File: config.mk
export PLATFORM = sky130hd
export DESIGN_NAME = pc_sequencer_flat
export DESIGN_NICKNAME = d
export VERILOG_FILES = /design/src/rtl/pc_seq_pkg.sv /design/src/rtl/pc_sequencer_if.sv /design/src/rtl/pc_seq_decode.sv /design/src/rtl/pc_sequencer.sv /design/src/flat_wrapper.sv
export SDC_FILE = /design/constraint.sdc
export NUM_CORES = 1
export LEC_CHECK = 0
export BUFFER_PORTS_ARGS = -buffer_cell sky130_fd_sc_hd__buf_2
export CAP_MARGIN = 20
export CELL_PAD_IN_SITES_DETAIL_PLACEMENT = 1
export CELL_PAD_IN_SITES_GLOBAL_PLACEMENT = 2
export CORE_ASPECT_RATIO = 0.6
export CORE_UTILIZATION = 30
export DETAILED_ROUTE_END_ITERATION = 6
export GPL_TIMING_DRIVEN = 0
export MAX_ROUTING_LAYER = met4
export PLACE_DENSITY_LB_ADDON = 0.1
export SETUP_SLACK_MARGIN = 0.05
export SLEW_MARGIN = 10
export SYNTH_ARGS = -nofsm -noshare
export SYNTH_HDL_FRONTEND = slang
export SYNTH_SLANG_ARGS = --single-unit
File: constraint.sdc
create_clock -name clk -period 2.1 [get_ports clk]
set_clock_uncertainty 0.05 [all_clocks]
set_input_delay 0.21 -clock clk [delete_from_list [all_inputs] [get_ports clk]]
set_output_delay 0.21 -clock clk [all_outputs]
set_load 0.01 [all_outputs]
File: src/rtl/pc_seq_pkg.sv
// Shared opcodes and FSM state encoding for the PC sequencer.
package pc_seq_pkg;

  localparam logic [1:0] OP_NOP  = 2'b00;
  localparam logic [1:0] OP_SET  = 2'b01;
  localparam logic [1:0] OP_JNP  = 2'b10;
  localparam logic [1:0] OP_HALT = 2'b11;

  typedef enum logic [1:0] {
    IDLE   = 2'd0,
    FETCH  = 2'd1,
    EXEC   = 2'd2,
    HALTED = 2'd3
  } pc_seq_state_t;

endpackage

File: src/rtl/pc_sequencer_if.sv
// ROM/PC-side bus of the sequencer: master is the sequencer, slave is the PC/ROM environment.
interface pc_sequencer_if
  import pc_seq_pkg::*;
#(
  parameter int CNT_W = 8
);
  logic             start;
  logic [1:0]       p;
  logic [3:0]       instr;
  logic             inc;
  logic             jnp;
  logic             r2;
  logic             i1;
  logic             i0;
  logic             busy;
  logic             done;
  logic [CNT_W-1:0] retired;

  modport master (
    input  start, p, instr,
    output inc, jnp, r2, i1, i0, busy, done, retired
  );

  modport slave (
    output start, p, instr,
    input  inc, jnp, r2, i1, i0, busy, done, retired
  );
endinterface

File: src/rtl/pc_seq_decode.sv
// Combinational instruction decode: next strobes, next r2, jump target and halt; no state, no latency.
module pc_seq_decode
  import pc_seq_pkg::*;
(
  input  logic [1:0] op_i,
  input  logic [1:0] imm_i,
  input  logic       r2_i,
  output logic       inc_o,
  output logic       jnp_o,
  output logic       r2_o,
  output logic [1:0] tgt_o,
  output logic       halt_o
);

  always_comb begin
    inc_o  = 1'b0;
    jnp_o  = 1'b0;
    r2_o   = r2_i;
    tgt_o  = 2'b00;
    halt_o = 1'b0;
    case (op_i)
      OP_NOP: inc_o = 1'b1;
      OP_SET: begin
        r2_o  = imm_i[0];
        inc_o = 1'b1;
      end
      OP_JNP: begin
        // target only driven when the jump is taken so i1:i0 reads 00 otherwise
        if (!r2_i) begin
          jnp_o = 1'b1;
          tgt_o = imm_i;
        end else begin
          inc_o = 1'b1;
        end
      end
      OP_HALT: halt_o = 1'b1;
      default: ;
    endcase
  end

endmodule

File: src/rtl/pc_sequencer.sv
// FETCH/EXEC control FSM for the 2-bit PC; strobes are registered so they are high during EXEC.
// Build option PC_SEQ_STEP_EN adds a `step` input gating FETCH->EXEC.
module pc_sequencer
  import pc_seq_pkg::*;
#(
  parameter int CNT_W = 8
) (
  input  logic                 clk,
  input  logic                 rst,
`ifdef PC_SEQ_STEP_EN
  input  logic                 step,
`endif
  pc_sequencer_if.master       bus
);

  pc_seq_state_t    state_q, state_d;
  logic [3:0]       ir_q, ir_d;
  logic [1:0]       pcs_q, pcs_d;
  logic             inc_q, inc_d;
  logic             jnp_q, jnp_d;
  logic             r2_q, r2_d;
  logic [1:0]       tgt_q, tgt_d;
  logic [CNT_W-1:0] retired_q, retired_d;

  logic [3:0]       dec_ir;
  logic             dec_inc, dec_jnp, dec_r2, dec_halt;
  logic [1:0]       dec_tgt;
  logic             fetch_go;

`ifdef PC_SEQ_STEP_EN
  assign fetch_go = step;
`else
  assign fetch_go = 1'b1;
`endif

  // In FETCH the strobes for the coming EXEC are decoded from live ROM data.
  assign dec_ir = (state_q == FETCH) ? bus.instr : ir_q;

  pc_seq_decode u_decode (
    .op_i   (dec_ir[3:2]),
    .imm_i  (dec_ir[1:0]),
    .r2_i   (r2_q),
    .inc_o  (dec_inc),
    .jnp_o  (dec_jnp),
    .r2_o   (dec_r2),
    .tgt_o  (dec_tgt),
    .halt_o (dec_halt)
  );

  always_comb begin
    state_d   = state_q;
    ir_d      = ir_q;
    pcs_d     = pcs_q;
    inc_d     = 1'b0;
    jnp_d     = 1'b0;
    tgt_d     = 2'b00;
    r2_d      = r2_q;
    retired_d = retired_q;
    case (state_q)
      IDLE: if (bus.start) state_d = FETCH;
      FETCH: begin
        ir_d  = bus.instr;
        pcs_d = bus.p;
        if (fetch_go) begin
          state_d = EXEC;
          inc_d   = dec_inc;
          jnp_d   = dec_jnp;
          tgt_d   = dec_tgt;
        end
      end
      EXEC: begin
        r2_d = dec_r2;
        if (retired_q != {CNT_W{1'b1}}) retired_d = retired_q + CNT_W'(1);
        state_d = dec_halt ? HALTED : FETCH;
      end
      HALTED: ;
      default: state_d = IDLE;
    endcase
  end

  always_ff @(posedge clk) begin
    if (rst) begin
      state_q   <= IDLE;
      ir_q      <= 4'b0000;
      pcs_q     <= 2'b00;
      inc_q     <= 1'b0;
      jnp_q     <= 1'b0;
      r2_q      <= 1'b0;
      tgt_q     <= 2'b00;
      retired_q <= '0;
    end else begin
      state_q   <= state_d;
      ir_q      <= ir_d;
      pcs_q     <= pcs_d;
      inc_q     <= inc_d;
      jnp_q     <= jnp_d;
      r2_q      <= r2_d;
      tgt_q     <= tgt_d;
      retired_q <= retired_d;
    end
  end

  // The PC must not move while an instruction is between FETCH and the end of EXEC.
  pc_stable_in_exec: assert property (@(posedge clk) disable iff (rst)
    (state_q == EXEC) |-> (bus.p == pcs_q));

  assign bus.inc     = inc_q;
  assign bus.jnp     = jnp_q;
  assign bus.r2      = r2_q;
  assign bus.i1      = tgt_q[1];
  assign bus.i0      = tgt_q[0];
  assign bus.retired = retired_q;
  assign bus.busy    = (state_q == FETCH) || (state_q == EXEC);
  assign bus.done    = (state_q == HALTED);

endmodule

File: src/flat_wrapper.sv
// flat-port wrapper written by rule: the top's interface ports become plain ports
module pc_sequencer_flat import pc_seq_pkg::*;
#(
  parameter int CNT_W = 8
)
  (clk, rst, bus_start, bus_p, bus_instr, bus_inc, bus_jnp, bus_r2, bus_i1, bus_i0, bus_busy, bus_done, bus_retired);
  pc_sequencer_if #(.CNT_W(CNT_W)) bus_i ();
  input  logic clk;
  input  logic rst;
  input wire logic [$bits(bus_i.start)-1:0] bus_start;
  input wire logic [$bits(bus_i.p)-1:0] bus_p;
  input wire logic [$bits(bus_i.instr)-1:0] bus_instr;
  output wire logic [$bits(bus_i.inc)-1:0] bus_inc;
  output wire logic [$bits(bus_i.jnp)-1:0] bus_jnp;
  output wire logic [$bits(bus_i.r2)-1:0] bus_r2;
  output wire logic [$bits(bus_i.i1)-1:0] bus_i1;
  output wire logic [$bits(bus_i.i0)-1:0] bus_i0;
  output wire logic [$bits(bus_i.busy)-1:0] bus_busy;
  output wire logic [$bits(bus_i.done)-1:0] bus_done;
  output wire logic [$bits(bus_i.retired)-1:0] bus_retired;
  assign bus_i.start = bus_start;
  assign bus_i.p = bus_p;
  assign bus_i.instr = bus_instr;
  assign bus_inc = bus_i.inc;
  assign bus_jnp = bus_i.jnp;
  assign bus_r2 = bus_i.r2;
  assign bus_i1 = bus_i.i1;
  assign bus_i0 = bus_i.i0;
  assign bus_busy = bus_i.busy;
  assign bus_done = bus_i.done;
  assign bus_retired = bus_i.retired;
  pc_sequencer #(.CNT_W(CNT_W)) u_core (.clk(clk), .rst(rst), .bus(bus_i));
endmodule
==> results.tsv, run 1 <==
stage	metric	value	unit
outcome	run status	complete, no violations	
logic_synthesis	post-synth design cell area	933.4	sq um
sta	Final min period	1857	ps
placed_design	dpl cell area	1091	sq um
sta	worst setup margin	242.6	ps
logic_synthesis	Post-Syn Instances	97	
critical_path	FF-to-FF path depth	5	
critical_path	CP max-delay cell	dfxtp_1	
critical_path	Worst Path Required	2210	ps
die	Placeable Area	2909	sq um
sta	Final period util	88.45	%
power	peak supply drop	0.3526	mV
sta	final hold vios	0	
layout	non-filler cells, final	164	
cts	H-tree levels	1	
sta	setup TNS	0	ps
detailed_routing	DRT Wirelength	2.063	mm
layout	Util after Layout	39.18	%
sta	worst rel slew slack	79.30	%
critical_path	crit start category	flip-flop	
cts	count of hold-fix buffers inserted at cts	0	
logic_synthesis	Post-synth EDFFs	0	
layout	layout cells sized above 1	27.87	%
critical_path	CP Class	reg2reg	
detailed_routing	# DRC	0	
sta	worst hold margin	169.9	ps
sta	pins over their slew limit	0	
worst_hold_path	worst hold path stage count	3	
grt	largest net degree at the start of global routing	13	
detailed_routing	Vias	764	
critical_path	Critical R2R Capture	u_core.bus.retired[5]	
cts	CTS clk-pin slew, worst paths	80	ps
cts	total CTS buffers	3	
cts	CTS Sinks	19	
die	DIE WIDTH	74.01	um
layout	layout overhead on the synthesized area	22.12	%
critical_path	critical path, cell by cell	inv_1 -> ha_1 -> nand4_2 -> a211oi_1 -> mux2_2	
sta	RSZ-0062 raised after global routing	no	
power	Tot Pwr	743.2	uW
power	Cell Pwr Density	652.0	nW/um^2
placed_design	count of input and output buffers	21	
grt	first-pass GRT wire length	3.381	mm
detailed_routing	Starting DRT DRC Count	25	
cts	worst skew pair latency	260	ps
sta	# setup viols final	0	
die	io pins	24	
die	die area	3346	sq um
logic_synthesis	Synth Warn #	0	
layout	Nets	139	
cts	CTS Buffer Depth	2	
power	total leakage power	0.4988	nW
worst_hold_path	hold path startpoint	bus_instr[1]	
die	Die Y	45.21	um
layout	n_diodes	0	
cts	post-CTS setup buffer count	0	
layout	post-route cell area	1140	sq um
logic_synthesis	Top FF cell, synth	dfxtp_1	
logic_synthesis	sequential fraction of the synthesis area	40.75	%
die	starting density of the core	32.09	%
grt	GRT Total Usage	14.47	%
placed_design	Setup Slack @ Placement	236.7	ps
critical_path	CP arrival	1960	ps
logic_synthesis	asr flop ratio synth	0	%
critical_path	CP bufs+invs	1	
detailed_routing	Pre-antenna DRT Iters	3	
sta	pin slew with the least headroom to its limit	310.5	ps
grt	global route total overflow	0	
placed_design	DPL Wire Length	1.556	mm
placed_design	Placer Congestion	0.7266	
critical_path	Max FO, Critical Path	8	
critical_path	kind of end point of the critical path	flip-flop	
flow_run	max_cap viols	0	
sta	FMAX	0.5384	GHz
layout	# fillers	355	
critical_path	crit-path leading delay family	flip-flops	
grt	vias in the first global route	681	
logic_synthesis	#FFs+latches synth	19	
cts	CTS tree	yes	
cts	CTS Root Buffer Type	clkbuf_8	
worst_hold_path	hold endpoint	u_core.ir_q[1]	
worst_hold_path	hold crit path type	in2reg	
grt	initial antenna violation count	0	
logic_synthesis	syn_nets	113	
cts	PostCTS Resize Cnt	0	
critical_path	CP peak stage delay	370	ps
critical_path	FF-to-FF Start	u_core.state_q[0]	
detailed_routing	remaining antenna violation count	0	
critical_path	r2r setup slk	240	ps
logic_synthesis	Yosys cell types	32	
die	floorplan row count	15	
logic_synthesis	Syn Area/Cell	9.623	sq um
placed_design	# placed instances	160	
detailed_routing	vias per cell	4.659	
detailed_routing	routed len/inst	12.58	um
-- metal layers --
layer	vias up	global-route usage, %	part of all wire, %
li1	392	-	-
met1	356	21.31	57
met2	14	18.55	38
met3	2	4.688	4.3
met4	0	3.462	0.63
met5	-	-	0
-- cell type report --
type | instances | area, sq um | area share, %
multi-input cells | 67 | 495.5 | 43.47
flip-flops and latches | 19 | 380.4 | 33.37
repair buffers | 21 | 105.1 | 9.221
well taps | 42 | 52.55 | 4.610
clock buffers | 3 | 41.29 | 3.622
inverters | 8 | 30.03 | 2.634
plain buffers | 3 | 27.53 | 2.415
clock inverters | 1 | 7.507 | 0.6586
-- sequential cells by signal, indices dropped and copies added (netlist names) --
name / flops
u_core.bus.inc: 1
u_core.bus.jnp: 1
u_core.bus.r2: 1
u_core.bus.retired: 8
u_core.ir_q: 4
u_core.state_q: 2
u_core.tgt_q: 2
-- cells in the final DEF, fill, tap and decap left out, drive strengths merged, types with 4 or more instances in the layout --
cell type | netlist | final
ha | 7 | 7
inv | 8 | 8
dfxtp | 19 | 19
nand2 | 4 | 4
nor2 | 9 | 9
buf | 3 | 24
mux2i | 5 | 5
nand4 | 4 | 4
a211oi | 5 | 5
-- synthesized netlist by cell type, types with 2 or more instances --
cell      instances  area share (%)
nor4b_1           2             1.9
nor2b_1           2             1.3
mux2i_1           5             5.4
a21oi_1           3             1.6
nand2_1           4             1.6
nor3_1            2             1.1
dfxtp_1          19              41
nand2b_1          3             2.0
nor3b_1           2             1.6
a211oi_1          5             4.0
inv_1             8             3.2
o21ai_0           2             1.1
mux2_2            3             3.6
ha_1              7             9.4
and3b_1           2             1.9
buf_6             2             2.4
nand4_1           3             2.0
nor2_1            9             3.6
-- kinds of logic after synthesis --
logic type	Yosys count	synth area share, %
AOI/OAI and AO/OA	16	12.07
buffers and inverters	11	6.166
muxes	8	8.981
and+or+nand+nor	36	22.65
DFF	19	40.75
adders and majority gates	7	9.383
-- report_power, final --
group          internal [mW]  switching, mW  total [mW]
Sequential             0.374         0.0117       0.386
Clock                  0.134          0.129       0.262
Combinational         0.0440         0.0507      0.0947
Total                  0.552          0.191       0.743
-- tightest hold or removal path, delay by kind of cell --
family | cells | cell delay, ps
buffers and inverters | 1 | 80
muxes | 1 | 80
and+or+nand+nor | 1 | 80
-- how the worst max path moves through the flow --
stage | from | endpoint | depth (start not counted)
after global placement | u_core.state_q[0] | u_core.bus.retired[5] | 5
after detailed placement | u_core.state_q[0] | u_core.bus.retired[5] | 5
after global routing | u_core.state_q[0] | u_core.bus.retired[5] | 5
after CTS | u_core.state_q[0] | u_core.bus.retired[5] | 5
after floorplan | u_core.state_q[0] | u_core.bus.retired[5] | 5
final | u_core.state_q[0] | u_core.bus.retired[5] | 5
Power figures use the tool's default switching activity.
==> inputs of run 2 (changes only) <==
--- a/config.mk
+++ b/config.mk
@@ -5,7 +5,7 @@
 export SDC_FILE = /design/constraint.sdc
 export NUM_CORES = 1
 export LEC_CHECK = 0
-export BUFFER_PORTS_ARGS = -buffer_cell sky130_fd_sc_hd__buf_2
+export BUFFER_PORTS_ARGS = -buffer_cell sky130_fd_sc_hd__buf_4
 export CAP_MARGIN = 20
 export CELL_PAD_IN_SITES_DETAIL_PLACEMENT = 1
 export CELL_PAD_IN_SITES_GLOBAL_PLACEMENT = 2
==> run 2 against run 1 <==
Against the previous run: critical path depth is the same; power decreased by 0.22%; clock-buffer cell count is the same; sequential share of layout area is 1.5 points lower; non-clock buffer count is the same; fmax increased by 1.3%; critical endpoint unchanged; largest cell class unchanged; largest power group unchanged; highest routed layer unchanged.
==> results.tsv, run 2 (synthesized netlist as in run 1, its figures left out) <==
stage	metric	value	unit	change
detailed_routing	vias per cell	4.720		+1.3%
cts	CTS Root Buffer Type	clkbuf_8		
grt	global route total overflow	0		unchanged
critical_path	Worst Path Required	2200	ps	about the same
detailed_routing	Starting DRT DRC Count	26		+4.0%
grt	largest net degree at the start of global routing	12		-1
critical_path	Max FO, Critical Path	8		unchanged
grt	vias in the first global route	678		-0.44%
layout	layout cells sized above 1	28.69	%	+0.82 points
sta	final hold vios	0		unchanged
die	io pins	24		unchanged
die	floorplan row count	15		unchanged
placed_design	DPL Wire Length	1.580	mm	+1.5%
detailed_routing	Pre-antenna DRT Iters	2		-1
cts	total CTS buffers	3		unchanged
die	Placeable Area	2909	sq um	unchanged
critical_path	CP bufs+invs	1		unchanged
flow_run	max_cap viols	0		unchanged
critical_path	kind of end point of the critical path	flip-flop		
layout	max reg flops	8		unchanged
worst_hold_path	hold crit path type	in2reg		
layout	layout overhead on the synthesized area	27.75	%	
cts	worst skew pair latency	250	ps	about the same
detailed_routing	Vias	774		+1.3%
critical_path	critical path, cell by cell	inv_1 -> ha_2 -> nand4_2 -> a211oi_1 -> mux2_2		
critical_path	CP Class	reg2reg		
sta	worst rel slew slack	79.62	%	+0.32 points
cts	CTS tree	yes		
sta	pin slew with the least headroom to its limit	303.8	ps	-6.668 ps
grt	grt met1 use	19.70	%	-1.6 points
detailed_routing	# DRC	0		unchanged
critical_path	CP peak stage delay	370	ps	about the same
layout	non-filler cells, final	164		unchanged
sta	Final period util	87.31	%	-1.1 points
sta	RSZ-0062 raised after global routing	no		
power	peak supply drop	0.3407	mV	-3.4%
layout	# fillers	347		-2.3%
layout	Nets	139		unchanged
grt	initial antenna violation count	0		unchanged
critical_path	CP max-delay cell	dfxtp_1		
power	total leakage power	0.5049	nW	+1.2%
placed_design	Placer Congestion	0.7193		-1.0%
grt	Most Crowded Layer GR	met1		
placed_design	# placed instances	160		unchanged
grt	GRT Total Usage	14.16	%	-0.32 points
grt	first-pass GRT wire length	3.346	mm	-1.0%
cts	CTS Buffer Depth	2		unchanged
outcome	run status	complete, no violations		
power	Cell Pwr Density	621.9	nW/um^2	-4.6%
layout	n_diodes	0		unchanged
placed_design	count of input and output buffers	21		unchanged
die	DIE WIDTH	74.01	um	unchanged
layout	multi-input logic area	498.0	sq um	+0.51%
detailed_routing	remaining antenna violation count	0		unchanged
grt	met2 Track Usage GR	19.45	%	+0.91 points
sta	# setup viols final	0		unchanged
detailed_routing	DRT Wirelength	2.129	mm	+3.2%
critical_path	crit start category	flip-flop		
grt	met3 usage	5.357	%	+0.67 points
cts	CTS Sinks	19		unchanged
critical_path	crit-path leading delay family	flip-flops		
sta	FMAX	0.5454	GHz	+1.3%
layout	commonest cells after routing, fill and taps aside	buf_4 (21), dfxtp_1 (19), nor2_1 (9)		
layout	commonest non-fill, non-tap cell in the layout	buf_4		
die	starting density of the core	32.09	%	unchanged
sta	pins over their slew limit	0		unchanged
die	die area	3346	sq um	unchanged
critical_path	CP arrival	1930	ps	-30 ps
sta	setup TNS	0	ps	unchanged
layout	register area	380.4	sq um	unchanged
sta	Final min period	1833	ps	-23.91 ps
cts	post-CTS setup buffer count	0		unchanged
cts	CTS clk-pin slew, worst paths	70	ps	about the same
die	Die Y	45.21	um	unchanged
cts	H-tree levels	1		unchanged
detailed_routing	routed len/inst	12.98	um	+3.2%
## run 2: worst paths after layout
check	startpoint	to	slack [ps]	cells after the start
worst max register to register	u_core.state_q[0]	u_core.bus.retired[5]	270	5
worst max-delay path	u_core.state_q[0]	u_core.bus.retired[5]	270	5
worst min-delay path	bus_instr[1]	u_core.ir_q[1]	170	3
worst min register to register	u_core.ir_q[1]	u_core.ir_q[1]	450	2
## run 2: layout make-up
| type | count | area share (%) |
|---|---|---|
| Tap cell | 42 | 4.407 |
| Timing Repair Buffer | 21 | 13.22 |
| Sequential cell | 19 | 31.90 |
| Inverter | 8 | 2.518 |
| Clock buffer | 3 | 3.463 |
| Multi-Input combinational cell | 67 | 41.76 |
| Buffer | 3 | 2.309 |
| Clock inverter | 1 | 0.4197 |
## run 2: tightest hold or removal path, delay by kind of cell
kind / cells / cell delay (ps)
buf+inv: 1 / 80
simple gates: 1 / 80
mux: 1 / 70
## run 2: metrics by stage
| step | util, % | hold slack (ps) | cell area, sq um | power [mW] | setup WS, ps |
|---|---|---|---|---|---|
| global placement | 39.31 | 423.5 | 1144 | 0.4950 | 216.4 |
| finish | 40.99 | 171.3 | 1192 | 0.7416 | 266.5 |
| global route | 40.99 | 171.7 | 1192 | 0.7851 | 127.4 |
| floorplan | - | 289.7 | 933.4 | 0.4597 | 500.3 |
| CTS | 40.90 | 162.6 | 1190 | 0.7597 | 190.3 |
| detailed placement | 39.31 | 437.5 | 1144 | 0.4983 | 210.8 |
## run 2: what timing repair did
| item | 4_1_cts | 5_1_grt |
|---|---|---|
| gates resized for setup | 0 | 1 |
| hold buffers | 0 | 0 |
| hold endpoints to repair | 0 | 0 |
| setup endpoints to repair | 0 | 1 |
## run 2: per-layer routing
| layer | vias up | wire length [um] | part of all wire [%] |
|---|---|---|---|
| li1 | 398 | - | - |
| met1 | 358 | 1162 | 55 |
| met2 | 16 | 857 | 40 |
| met3 | 2 | 100 | 4.7 |
| met4 | 0 | 8 | 0.38 |
| met5 | - | 0 | 0 |
## run 2: report_power, final
part	switching, mW	internal [mW]	total (mW)
clock network	0.120	0.132	0.252
logic	0.0515	0.0514	0.103
registers	0.0122	0.375	0.387
